### config.mk
export PLATFORM = sky130hd
export DESIGN_NAME = nibble_demux_latch
export DESIGN_NICKNAME = d
export VERILOG_FILES = /design/src/rtl/nibble_demux_latch.sv
export SDC_FILE = /design/constraint.sdc
export NUM_CORES = 1
export LEC_CHECK = 0
export ABC_AREA = 1
export CAP_MARGIN = 20
export CORE_ASPECT_RATIO = 0.8
export CORE_MARGIN = 2
export CORE_UTILIZATION = 43
export CTS_BUF_LIST = sky130_fd_sc_hd__clkbuf_4
export CTS_CLUSTER_DIAMETER = 40
export DETAILED_ROUTE_END_ITERATION = 8
export PLACE_DENSITY = 0.78
export SLEW_MARGIN = 20
export SYNTH_ARGS = -nofsm -noshare
export SYNTH_HDL_FRONTEND = slang
export SYNTH_SLANG_ARGS = --single-unit
### constraint.sdc
create_clock -name clk -period 1.1 [get_ports clk]
set_clock_uncertainty 0.2 [all_clocks]
set_input_delay 0.22 -clock clk [delete_from_list [all_inputs] [get_ports clk]]
set_output_delay 0.22 -clock clk [all_outputs]
set_load 0.01 [all_outputs]
### src/rtl/nibble_demux_latch.sv
`default_nettype none
// +--------------------------------------------------------------------------+
// | nibble_demux_latch: assembles low/high nibbles from a muxed bus into a   |
// | byte with valid/ready delivery and a delivered-byte counter.             |
// | Optional: NIBBLE_DEMUX_ERR_EN adds the err protocol-error pulse port.    |
// | Revision: 1.0                                                            |
// +--------------------------------------------------------------------------+
module nibble_demux_latch (
  input  logic       clk,
  input  logic       rst,
  input  logic       S,
  input  logic       nE,
  input  logic [3:0] y,
  output logic       bus_rdy,
  output logic [7:0] q,
  output logic       q_valid,
  input  logic       q_ready,
  output logic [7:0] cnt
`ifdef NIBBLE_DEMUX_ERR_EN
  ,
  output logic       err
`endif
);

  typedef enum logic [0:0] {
    IDLE    = 1'b0,
    HAVE_LO = 1'b1
  } state_t;

  state_t     state_q;
  logic [3:0] lo_q;
  logic [7:0] byte_q;
  logic       q_valid_q;
  logic [7:0] cnt_q;
  logic [7:0] cnt_d;
  logic       err_q;

  logic       w_bus_rdy;
  logic       w_accept;
  logic       w_deliver;
  logic       w_complete;
  logic       w_proto_err;

  // Stall the bus only when a finished byte is waiting and another is about
  // to complete; a low nibble can always be parked while q is blocked.
  assign w_bus_rdy   = !((state_q == HAVE_LO) && q_valid_q && !q_ready);
  assign w_accept    = !nE && w_bus_rdy;
  assign w_deliver   = q_valid_q && q_ready;
  assign w_complete  = w_accept && (state_q == HAVE_LO) && S;
  assign w_proto_err = w_accept && (((state_q == IDLE) && S) ||
                                    ((state_q == HAVE_LO) && !S));
  assign cnt_d       = w_deliver ? cnt_q + 8'd1 : cnt_q;

  always_ff @(posedge clk) begin
    if (rst) begin
      state_q   <= IDLE;
      lo_q      <= 4'h0;
      byte_q    <= 8'h00;
      q_valid_q <= 1'b0;
      cnt_q     <= 8'h00;
      err_q     <= 1'b0;
    end else begin
      cnt_q <= cnt_d;
      err_q <= w_proto_err;

      if (w_complete) begin
        byte_q    <= {y, lo_q};
        q_valid_q <= 1'b1;
      end else if (w_deliver) begin
        q_valid_q <= 1'b0;
      end

      if (w_accept) begin
        case (state_q)
          IDLE: begin
            if (!S) begin
              lo_q    <= y;
              state_q <= HAVE_LO;
            end
          end
          HAVE_LO: begin
            if (S) begin
              state_q <= IDLE;
            end else begin
              lo_q <= y;
            end
          end
          default: state_q <= IDLE;
        endcase
      end
    end
  end

  assign bus_rdy = w_bus_rdy;
  assign q       = byte_q;
  assign q_valid = q_valid_q;
  assign cnt     = cnt_q;

`ifdef NIBBLE_DEMUX_ERR_EN
  assign err = err_q;
`else
  logic w_unused_err;
  assign w_unused_err = err_q;
`endif

endmodule
`default_nettype wire
==> qor.csv, run 1 <==
metric;value;unit
first-pass GRT wire length;4280;um
Final Hold Viols;0;
Starting Density;45.7;%
Area Growth Syn to Fin;71.7;%
Mapped Area;987;um^2
Sw Pwr;387;uW
Flop pwr share;57.7;%
post-synthesis cell type count;17;
Crit Reg-Reg Startpoint;cnt[0];
DRC viols;0;
Worst Setup End Kind;output port;
power density cells;850;nW/um^2
routed vias;1098;
die height;46.9;um
Synth Area in XOR/XNOR;0;%
startpoint types;flip-flop;
fin nets;207;
hold_ws;0.306;ns
hold bufs inserted after CTS;0;
Core Util, Final;78.6;%
Max Clock Freq;0.737;GHz
Simple-Gate Fraction of Synth Area;37.1;%
Initial DRT Pass Iterations;4;
critical path peak fanout;4;
Worst-Margin Slew;0.403;ns
CTS max path bufs;2;
sequential-to-total area share from yosys stat;44.6;%
core area;2160;um^2
Max rail drop VDD;909;uV
RSZ-0062 raised after global routing;yes;
Final HPWL DP;1730;um
CP required;0.68;ns
maxcap violations;0;
Crit Path Category;flip-flop to output port;
n_diodes;0;
GRT Overall Usage;21.6;%
syn_nets;156;
Setup violations, final;38;
IO Count;27;
routability cong.;0.817;
WHS Path Cells;2;
commonest non-fill, non-tap cell in the layout;nand2_1;
Design Area, Final;1700;um^2
H-tree depth;1;
dpl cells;211;
worst hold path type;flip-flop to flip-flop;
Die Wd;57.6;um
sw frac;26.9;%
Yosys Warn Count;0;
Final ANT Viol Nets;0;
P_int;1050;uW
worst skew pair latency;0.32;ns
Non-Filler Instances;221;
DIE AREA;2700;um^2
Clock Sinks;22;
Site Rows;15;
Critical Path AT;0.94;ns
largest net degree at the start of global routing;13;
power share of the combinational group;15.4;%
Reg2Reg Setup Slack;-0.22;ns
Clk pwr share;27.0;%
Post-Synth Adder-Cell Area;1.27;%
Reg-to-Reg End;cnt[6];
Compound-Gate Fraction of Synth Area;4.56;%
Final WS setup;-0.256;ns
period utilization;123;%
most frequent cells in the layout;nand2_1, nor2_1, inv_1;
relative slew slack;73.2;%
Seq cells post-synth;22;
mean post-synth cell area;6.76;um^2
Num CTS Buffers;3;
antenna violations before repair;0;
hold_sp;lo_q[1];
Mapped Cells;146;
Port Buffers;26;
fin. max-slew vios;0;
status;finished with violations;
placed cell area;1470;um^2
worst r2r path cells;6;
Pleak;0.000822;uW
WL/cell;13.1;um
crit path time final;1.36;ns
number of global-route vias before repair;926;
Clk pin slew, worst setup/hold paths;0.13;ns
largest family of logic cells by synthesized area;simple AND/OR/NAND/NOR gates;
Hold Crit Endpoint;q[1];
DR vias/cell;4.97;
post-synthesis mux area share;0;%
fraction of layout cells with a size suffix above 1;47.4;%
CP cell instances;nand3_4 > buf_6;
CP peak stage delay;0.42;ns
drt initial violations;44;
slowest stage cell, crit path;dfxtp_4;
CTS tree;yes;
final WL;2890;um
Root Driver;clkbuf_4;
violated checks;setup timing;
total power draw;1440;uW
gr ovfl total;0;
[worst max path at each step]
stage	end	start	cells past startpoint
2_1_floorplan	cnt[6]	cnt[1]	6
3_3_place_gp	bus_rdy	q_ready	4
3_5_place_dp	bus_rdy	q_ready	4
4_1_cts	bus_rdy	q_valid	2
5_1_grt	cnt[6]	cnt[0]	6
6_report	bus_rdy	q_valid	2
[synthesized netlist by cell type]
cell type	n	area [um^2]
a21oi_1	6	30.0
buf_2	2	10.0
buf_6	1	11.3
dfxtp_1	22	440
ha_1	1	12.5
inv_1	26	97.6
inv_2	1	3.75
nand2_1	39	146
nand2_2	2	12.5
nand3_1	4	20.0
nand3b_2	1	11.3
nand4_1	3	18.8
nand4_4	1	21.3
nor2_1	32	120
nor2_2	1	6.26
nor3_2	1	10.0
o21ai_0	3	15.0
[flip-flops by register name, summed over array words and instances (netlist names)]
register,flops
cnt,8
lo_q,4
q,8
q_valid,1
state_q,1
[what timing repair did]
action | CTS | global route
endpoints found under the setup margin | 39 | 39
pin swaps | 8 | 12
gates cloned | 3 | 0
gates resized for setup | 119 | 17
buffers inserted | 2 | 2
[layout make-up]
type / instances / area [um^2]
repair buffers: 46 / 458
flip-flops and latches: 22 / 473
fillers: 145 / 463
multi-input cells: 97 / 603
well taps: 25 / 31.3
clock buffers: 3 / 22.5
clock inverters: 1 / 3.75
inverters: 27 / 104
[power groups by stage]
stage | sequential, uW | clock [uW] | combinational, uW
floorplan | 849 | 0 | 71.9
global placement | 843 | 0 | 164
detailed placement | 844 | 0 | 170
CTS | 830 | 401 | 199
global route | 833 | 428 | 238
finish | 831 | 388 | 221
[critical path, delay by kind of cell (launching register included)]
kind / cells / cell delay (ns)
flip-flops: 1 / 0.42
buffers and inverters: 1 / 0.12
AND/OR/NAND/NOR: 1 / 0.08
[cells by family (layout without fill, tap and decap cells)]
| group | Yosys count | in the layout |
|---|---|---|
| flip-flops | 22 | 22 |
| buffers and inverters | 30 | 77 |
| AO/OA/AOI/OAI | 9 | 9 |
| adder cells (fa/ha/maj) | 1 | 1 |
| AND/OR/NAND/NOR | 84 | 87 |
[stage by stage]
stage | TNS, ns | worst slack (ns)
final | -4.23 | -0.256
after global routing | -5.79 | -0.296
after CTS | -4.07 | -0.237
after detailed placement | -15.69 | -0.687
after global placement | -14.93 | -0.686
after floorplan | -0.559 | -0.113
[per-layer routing]
| layer | wire, um | GRT usage (%) | up-vias |
|---|---|---|---|
| li1 | - | - | 548 |
| met1 | 1280 | 28.0 | 510 |
| met2 | 1410 | 35.5 | 34 |
| met3 | 157 | 5.23 | 6 |
| met4 | 33 | 8.84 | 0 |
| met5 | 0 | 0 | - |
Note: power is estimated with default switching activity, not from simulation.
==> run 2: changes to the inputs <==
--- a/config.mk
+++ b/config.mk
@@ -8,7 +8,7 @@
 export ABC_AREA = 1
 export CAP_MARGIN = 20
 export CORE_ASPECT_RATIO = 0.8
-export CORE_MARGIN = 2
+export CORE_MARGIN = 3
 export CORE_UTILIZATION = 43
 export CTS_BUF_LIST = sky130_fd_sc_hd__clkbuf_4
 export CTS_CLUSTER_DIAMETER = 40
==> qor.csv, run 2 (synthesis gave the netlist of run 1 again) <==
metric;value;unit;change
status;finished with violations;;unchanged
violated checks;setup timing;;unchanged
number of global-route vias before repair;990;;was 926
final WL;4000;um;was 2890 um
startpoint types;flip-flop;;unchanged
Num CTS Buffers;3;;unchanged
GRT Overall Usage;21.5;%;was 21.6%
hold bufs inserted after CTS;0;;unchanged
Sw Pwr;437;uW;was 387 uW
power density cells;979;nW/um^2;was 850 nW/um^2
power share of the combinational group;13.8;%;was 15.4%
CTS max path bufs;2;;unchanged
relative slew slack;74.4;%;was 73.2%
Area Growth Syn to Fin;78.8;%;was 71.7%
Starting Density;49.0;%;was 45.7%
WL/cell;17.6;um;was 13.1 um
DRC viols;0;;unchanged
Setup violations, final;40;;was 38
routability cong.;0.743;;was 0.817
Clock Sinks;22;;unchanged
CP required;1.14;ns;was 0.68 ns
worst hold path type;primary input to flip-flop;;was flip-flop to flip-flop
sum of negative setup slack;-6.40;ns;was -4.23 ns
dpl cells;209;;was 211
RSZ-0062 raised after global routing;yes;;unchanged
sw frac;25.3;%;was 26.9%
Flop pwr share;48.2;%;was 57.7%
first-pass GRT wire length;4690;um;was 4280 um
Design Area, Final;1770;um^2;was 1700 um^2
hold_sp;y[3];;was lo_q[1]
DR vias/cell;5.49;;was 4.97
H-tree depth;1;;unchanged
hold_ws;0.299;ns;was 0.306 ns
crit path time final;1.37;ns;was 1.36 ns
period utilization;124;%;was 123%
routed vias;1247;;was 1098
Worst Setup End Kind;flip-flop;;was output port
Final HPWL DP;1660;um;was 1730 um
Clk pwr share;38.0;%;was 27.0%
maxcap violations;0;;unchanged
Max Clock Freq;0.731;GHz;was 0.737 GHz
Pleak;0.000852;uW;was 0.000822 uW
Final WS setup;-0.267;ns;was -0.256 ns
most frequent cells in the layout;nand2_1, nor2_1, inv_1;;unchanged
core area;2010;um^2;was 2160 um^2
Port Buffers;26;;unchanged
die height;48.9;um;was 46.9 um
drt initial violations;110;;was 44
Max rail drop VDD;1020;uV;was 909 uV
Critical Path AT;1.41;ns;was 0.94 ns
n_diodes;0;;unchanged
commonest non-fill, non-tap cell in the layout;nand2_1;;unchanged
pre-CTS setup slack;-0.677;ns;was -0.687 ns
placed cell area;1450;um^2;was 1470 um^2
Final Hold Viols;0;;unchanged
Die Wd;59.6;um;was 57.6 um
critical path peak fanout;3;;was 4
CTS tree;yes;;unchanged
gr ovfl total;0;;unchanged
fin nets;214;;was 207
Clk pin slew, worst setup/hold paths;0.13;ns;about the same
Critical path origin;cnt[0];;was q_valid
Final ANT Viol Nets;0;;unchanged
Crit Path Category;flip-flop to flip-flop;;was flip-flop to output port
Crit Reg-Reg Startpoint;cnt[0];;unchanged
largest net degree at the start of global routing;14;;was 13
Root Driver;clkbuf_4;;unchanged
Site Rows;14;;was 15
Non-Filler Instances;227;;was 221
DIE AREA;2910;um^2;was 2700 um^2
fraction of layout cells with a size suffix above 1;47.3;%;was 47.4%
fin. max-slew vios;0;;unchanged
Initial DRT Pass Iterations;5;;was 4
IO Count;27;;unchanged
worst skew pair latency;0.34;ns;was 0.32 ns
P_int;1290;uW;was 1050 uW
antenna violations before repair;0;;unchanged
Worst-Margin Slew;0.384;ns;was 0.403 ns
[run 2: cell types whose count changed in the layout (fill, tap and decap cells not counted), moves of 2 or more]
cell | previous run | this run
nand2_8 | 0 | 2
nand2_4 | 2 | 0
buf_4 | 15 | 22
nand2_2 | 9 | 4
nand2_1 | 30 | 35
[run 2: path summary, 6_finish.rpt]
path	end	cells after the start	slack, ns
max reg2reg	cnt[2]	6	-0.27
min	q[7]	3	0.30
min reg2reg	q[5]	4	0.33
max	cnt[2]	6	-0.27
[run 2: worst max-delay path: stages (launching register included)]
cell,delay (ns)
dfxtp_4,0.38
buf_6,0.12
ha_4,0.14
inv_2,0.07
nor2_2,0.05
o21ai_0,0.23
nor2_2,0.06
[run 2: final cells by class]
| type | instances | area (um^2) |
|---|---|---|
| repair buffers | 53 | 504 |
| clock buffers | 3 | 22.5 |
| flip-flops and latches | 22 | 470 |
| multi-input cells | 97 | 607 |
| clock inverters | 1 | 30.0 |
| well taps | 24 | 30.0 |
| inverters | 27 | 101 |
| fillers | 101 | 249 |
[run 2: stage by stage]
step,utilization [%],power (uW)
2_1_floorplan,-,921
3_3_place_gp,71.9,1000
3_5_place_dp,71.9,1010
4_1_cts,83.2,1670
5_1_grt,87.6,1790
6_report,87.6,1730
[run 2: power groups by stage]
stage                     clock network (uW)  logic, uW  registers, uW
after floorplan                            0       71.9            849
after global placement                     0        158            843
after detailed placement                   0        164            843
after CTS                                639        203            828
after global routing                     706        251            835
final                                    657        239            832
[run 2: per-layer routing]
| metal | vias to the layer above | routed length (um) | track usage (%) |
|---|---|---|---|
| met5 | - | 0 | 0 |
| met4 | 0 | 162 | 5.54 |
| met3 | 21 | 443 | 6.35 |
| met2 | 88 | 1860 | 31.6 |
| met1 | 578 | 1540 | 30.5 |
| li1 | 560 | - | - |
[run 2: timing repair]
item | CTS | global route
setup endpoints to repair | 39 | 39
setup buffers | 7 | 4
gates resized for setup | 113 | 16
pin swaps | 8 | 10
gates cloned | 3 | 0
